$ cat src/rtl/tft_pkg.sv
// Shared types and constants for the TFT scheduler and its call interface.
package tft_pkg;

  typedef enum logic [2:0] {
    ST_WAIT  = 3'd0,
    ST_INIT  = 3'd1,
    ST_CLEAR = 3'd2,
    ST_IDLE  = 3'd3,
    ST_DRAW  = 3'd4,
    ST_ACK   = 3'd5
  } state_e;

  localparam int CALL_PIXEL = 2;
  localparam int CALL_CLEAR = 1;
  localparam int CALL_INIT  = 0;

  localparam int PIX_X_MSB     = 31;
  localparam int PIX_X_LSB     = 24;
  localparam int PIX_Y_MSB     = 23;
  localparam int PIX_Y_LSB     = 16;
  localparam int PIX_COLOR_MSB = 15;
  localparam int PIX_COLOR_LSB = 0;

  function automatic logic [2:0] call_bit(input int idx);
    logic [2:0] v;
    v = 3'b000;
    v[idx] = 1'b1;
    return v;
  endfunction

endpackage

$ cat src/rtl/tft_rr_arb.sv
// Two-way round-robin grant; the last-served pointer register lives in the parent.
module tft_rr_arb (
  input  logic [1:0] req_i,
  input  logic       last_i,
  output logic [1:0] grant_o
);

  always_comb begin
    grant_o = 2'b00;
    case (req_i)
      2'b01:   grant_o = 2'b01;
      2'b10:   grant_o = 2'b10;
      2'b11:   grant_o = last_i ? 2'b01 : 2'b10;
      default: grant_o = 2'b00;
    endcase
  end

endmodule

$ cat src/rtl/tft_schedmod.sv
// Power-up sequencer and pixel-call arbiter feeding tft_ctrlmod's iCall/iData.
module tft_schedmod
  import tft_pkg::*;
#(
  parameter int T_PWRUP    = 50000,
  parameter bit INIT_CLEAR = 1'b1
) (
  input  logic        CLOCK,
  input  logic        RESET,
  input  logic [1:0]  iReq,
  input  logic [31:0] iData0,
  input  logic [31:0] iData1,
  input  logic        iClear,
  output logic [1:0]  oAck,
  output logic        oReady,
  output logic        oBusy,
  output logic [2:0]  oCall,
  input  logic        iDone,
  output logic [31:0] oData
);

  localparam logic [16:0] PWR_LAST = (T_PWRUP > 0) ? 17'(T_PWRUP - 1) : 17'd0;

  state_e      state_q;
  logic [16:0] cnt_q;
  logic        pend_q;
  logic        last_q;
  logic        gnt_q;
  logic [2:0]  call_q;
  logic [1:0]  ack_q;
  logic        ready_q;
  logic        busy_q;
  logic [31:0] data_q;
  logic [1:0]  grant;

  tft_rr_arb u_arb (
    .req_i   (iReq),
    .last_i  (last_q),
    .grant_o (grant)
  );

  always_ff @(posedge CLOCK or negedge RESET) begin
    if (!RESET) begin
      state_q <= ST_WAIT;
      cnt_q   <= '0;
      pend_q  <= 1'b0;
      // Pointer holds the last-served index; 1 makes requester 0 win the first tie.
      last_q  <= 1'b1;
      gnt_q   <= 1'b0;
      call_q  <= 3'b000;
      ack_q   <= 2'b00;
      ready_q <= 1'b0;
      busy_q  <= 1'b1;
      data_q  <= '0;
    end else begin
      // A clear arriving on the clear-done edge wins, so the request is not lost.
      if (iClear && state_q != ST_WAIT)
        pend_q <= 1'b1;
      else if (state_q == ST_CLEAR && iDone)
        pend_q <= 1'b0;

      ack_q <= 2'b00;

      case (state_q)
        ST_WAIT: begin
          if (cnt_q >= PWR_LAST) begin
            state_q <= ST_INIT;
            call_q  <= call_bit(CALL_INIT);
          end else begin
            cnt_q <= cnt_q + 17'd1;
          end
        end
        ST_INIT: begin
          if (iDone) begin
            call_q <= 3'b000;
            if (INIT_CLEAR) begin
              state_q <= ST_CLEAR;
            end else begin
              state_q <= ST_IDLE;
              ready_q <= 1'b1;
              busy_q  <= 1'b0;
            end
          end else begin
            call_q <= call_bit(CALL_INIT);
          end
        end
        ST_CLEAR: begin
          if (iDone) begin
            call_q  <= 3'b000;
            ready_q <= 1'b1;
            busy_q  <= 1'b0;
            state_q <= ST_IDLE;
          end else begin
            call_q <= call_bit(CALL_CLEAR);
          end
        end
        ST_IDLE: begin
          if (pend_q) begin
            state_q <= ST_CLEAR;
            call_q  <= call_bit(CALL_CLEAR);
            busy_q  <= 1'b1;
          end else if (grant != 2'b00) begin
            data_q  <= grant[1] ? iData1 : iData0;
            gnt_q   <= grant[1];
            call_q  <= call_bit(CALL_PIXEL);
            busy_q  <= 1'b1;
            state_q <= ST_DRAW;
          end
        end
        ST_DRAW: begin
          if (iDone) begin
            call_q  <= 3'b000;
            ack_q   <= gnt_q ? 2'b10 : 2'b01;
            last_q  <= gnt_q;
            state_q <= ST_ACK;
          end else begin
            call_q <= call_bit(CALL_PIXEL);
          end
        end
        ST_ACK: begin
          state_q <= ST_IDLE;
          busy_q  <= 1'b0;
        end
        default: begin
          state_q <= ST_WAIT;
          call_q  <= 3'b000;
        end
      endcase
    end
  end

  assign oAck   = ack_q;
  assign oReady = ready_q;
  assign oBusy  = busy_q;
  assign oCall  = call_q;
  assign oData  = data_q;

endmodule

$ cat config.mk
export PLATFORM = sky130hd
export DESIGN_NAME = tft_schedmod
export DESIGN_NICKNAME = d
export VERILOG_FILES = /design/src/rtl/tft_pkg.sv /design/src/rtl/tft_rr_arb.sv /design/src/rtl/tft_schedmod.sv
export SDC_FILE = /design/constraint.sdc
export NUM_CORES = 1
export LEC_CHECK = 0
export ABC_AREA = 1
export BUFFER_PORTS_ARGS = -buffer_cell sky130_fd_sc_hd__buf_2
export CORE_MARGIN = 5
export CORE_UTILIZATION = 40
export DETAILED_ROUTE_END_ITERATION = 12
export PLACE_DENSITY = 0.7
export SLEW_MARGIN = 20
export SYNTH_ARGS = -nofsm -noshare
export SYNTH_HDL_FRONTEND = slang
export SYNTH_SLANG_ARGS = --single-unit
$ cat constraint.sdc
create_clock -name CLOCK -period 4 [get_ports CLOCK]
set_input_delay 0.2 -clock CLOCK [delete_from_list [all_inputs] [get_ports CLOCK]]
set_output_delay 0.2 -clock CLOCK [all_outputs]
set_load 0.01 [all_outputs]
==> metrics.md <==
| Metric | Value |
|---|---|
| Status | `finished, final reports clean` |
| Mapped Cells | `414` |
| Initial antenna violation count | `0` |
| Setup CP Type | `flop to flop` |
| Crit path to | `oData[15]$_DFFE_PN0P_` |
| PortBufs | `108` |
| Worst setup path startpoint | `state_q[1]$_DFFE_PN0P_` |
| Final HPWL DP | `5.76 mm` |
| Worst-Skew Late Latency | `340 ps` |
| Layout cells sized above 1 | `25.9%` |
| Final-stage net count | `591` |
| H-tree depth | `3` |
| Pwr dens | `639 nW/um^2` |
| CP Max Fanout | `44` |
| Seq cells post-synth | `62` |
| GRT overflow | `0` |
| Initial DRC Count | `120` |
| Worst Tran Pin Value | `933 ps` |
| Fin. Hold Viols | `0` |
| R2R Setup Slk | `1820 ps` |
| Postcts setup bufs | `0` |
| Full die area | `9710 um^2` |
| Max clock buf depth | `2` |
| Arr. time, crit path | `2440 ps` |
| Max Cap Viol | `0` |
| Post-route design area | `3930 um^2` |
| Vias per cell | `4.78` |
| Synthesized net count | `485` |
| Sequential area share after synthesis | `49.6%` |
| Minimum clock period | `2180 ps` |
| Ant. Diodes | `0` |
| Worst setup SP type | `flop` |
| Setup TNS | `0 ps` |
| Final Slew Violations | `0` |
| Via count | `3,000` |
| Total iterations of the first detailed-routing run | `4` |
| Fin worst setup slack | `1820 ps` |
| Max VDD drop | `344 uV` |
| Die Wd | `98.5 um` |
| # setup viols final | `0` |
| Commonest non-fill, non-tap cell in the layout | `nand2_1` |
| Register-to-Register Path Depth | `7` |
| Maximum clock rate | `0.458 GHz` |
| Critical R2R Capture | `oData[15]$_DFFE_PN0P_` |
| Routability cong. | `0.910` |
| Most frequent cells in the layout | `141 x nand2_1, 108 x buf_2, 63 x nor2_1` |
| FP Rows | `32` |
| Die Ht | `98.5 um` |
| Antenna Nets Post-Route | `0` |
| TritonCTS clock tree | `built` |
| Worst EP required | `4260 ps` |
| I/O Pins | `109` |
| Total routed wirelength | `7.82 mm` |
| Syn avg cell area | `7.57 um^2` |
| Worst setup EP type | `flop` |
| Worst Skew | `6.38 ps` |
| Starting density of the core | `40.8%` |
| RSZ-0062 raised after global routing | `no` |
| Wire length per cell | `12.5 um` |
| Leak pwr | `1.99 nW` |
| Number of global-route vias before repair | `3,001` |
| Max_slew headroom | `37.7%` |
| Worst-path clk slew | `70 ps` |
| Largest net degree at the start of global routing | `45` |
| HP Class | `input pin to flop` |
| First-pass GRT wire length | `13.6 mm` |
| Core area | `7690 um^2` |
| Post-route DRC | `0` |
| Total Routing Usage GR | `17.0%` |
| Clock tree sinks | `62` |
| Num CTS Buffers | `9` |
| Area Overhead vs Synth | `25.3%` |
| Placed inst area | `3730 um^2` |
| Mapped Area | `3130 um^2` |
| Synth cell types | `25` |
| Resized Gates After CTS | `0` |
| WHS | `72.6 ps` |
| Ys Warns | `0` |
| Period utilisation layout | `54.6%` |
| Setup WS pre-CTS | `1800 ps` |
| CTS root buf | `clkbuf_8` |
| Reg-to-reg startpoint | `state_q[1]$_DFFE_PN0P_` |
==> layer usage <==
metal / share of wire [%] / global-route usage, %
met3: 7.5 / 5.10
met5: 0 / 0
met4: 1.2 / 5.67
met1: 45 / 22.4
met2: 46 / 26.7
==> final cells by class <==
class	count	area, um^2
timing repair buffer	112	573
inverter	32	120
clock inverter	3	17.5
fill	765	3760
sequential	62	1550
multi-input combinational	303	1370
clock buffer	13	169
tap	102	128
==> cells in the mapped netlist (all sizes together) <==
cell | count | area share (%)
xor2 | 6 | 1.7
or2 | 1 | 0.20
nand4 | 5 | 1.0
buf | 10 | 2.2
a21oi | 2 | 0.32
dfstp | 2 | 1.7
and2 | 1 | 0.20
nor3b | 1 | 0.24
nor3 | 8 | 1.6
ha | 1 | 0.40
inv | 32 | 3.8
clkbuf | 7 | 0.84
xnor2 | 1 | 0.28
o21ai | 14 | 2.2
nand3 | 24 | 3.8
dfrtp | 60 | 48
a31oi | 32 | 6.4
nand2 | 143 | 17
nor2 | 64 | 7.9
==> critical path, cell delays in order (launching register included) <==
cell	delay, ps
dfrtp_1	440
inv_2	90
nor3_4	230
nand2_2	120
nor2_4	640
buf_4	370
nor2_1	70
a31oi_1	140
==> power by group <==
part | internal [mW] | total, mW | leakage [nW] | switching (mW)
sequential | 0.875 | 1.03 | 0.757 | 0.155
clock | 0.274 | 0.521 | 0.0954 | 0.247
combinational | 0.376 | 0.959 | 1.13 | 0.583
==> sequential cells by signal, summed over array words and instances (netlist names) <==
name     cells
last_q       1
gnt_q        1
oReady       1
oBusy        1
pend_q       1
oData       32
oAck         2
oCall        3
state_q      3
cnt_q       17
==> logic make-up (layout without fill, tap and decap cells) <==
logic type,after synthesis,in the layout,synth area share (%)
simple gates,247,247,32.3
xor+xnor,7,7,1.96
fa+ha+maj,1,1,0.399
compound gates,48,48,8.94
flops,62,62,49.6
buf+inv,49,160,6.83
==> through the flow <==
step,power [mW],util [%],instances
after CTS,2.53,51.1,627
final,2.51,51.1,627
after global placement,1.98,48.5,610
after detailed placement,2.01,48.5,610
after global routing,2.73,51.1,627
after floorplan,1.65,-,414
==> how the worst min path moves through the flow <==
stage / startpoint / to / slack, ps / depth (start not counted)
floorplan: RESET / cnt_q[0]$_DFFE_PN0P_ / -100 / 0
global placement: RESET / oReady$_DFFE_PN0P_ / 220 / 1
detailed placement: RESET / pend_q$_DFFE_PN0P_ / 230 / 1
CTS: iClear / pend_q$_DFFE_PN0P_ / 50 / 3
global route: iClear / pend_q$_DFFE_PN0P_ / 60 / 3
finish: iClear / pend_q$_DFFE_PN0P_ / 70 / 3
==> what timing repair did <==
| action | 4_1_cts | 5_1_grt |
|---|---|---|
| endpoints found under the setup margin | 0 | 0 |
| hold buffers | 1 | 0 |
| hold endpoints to repair | 23 | 0 |
Power figures use the tool's default switching activity.
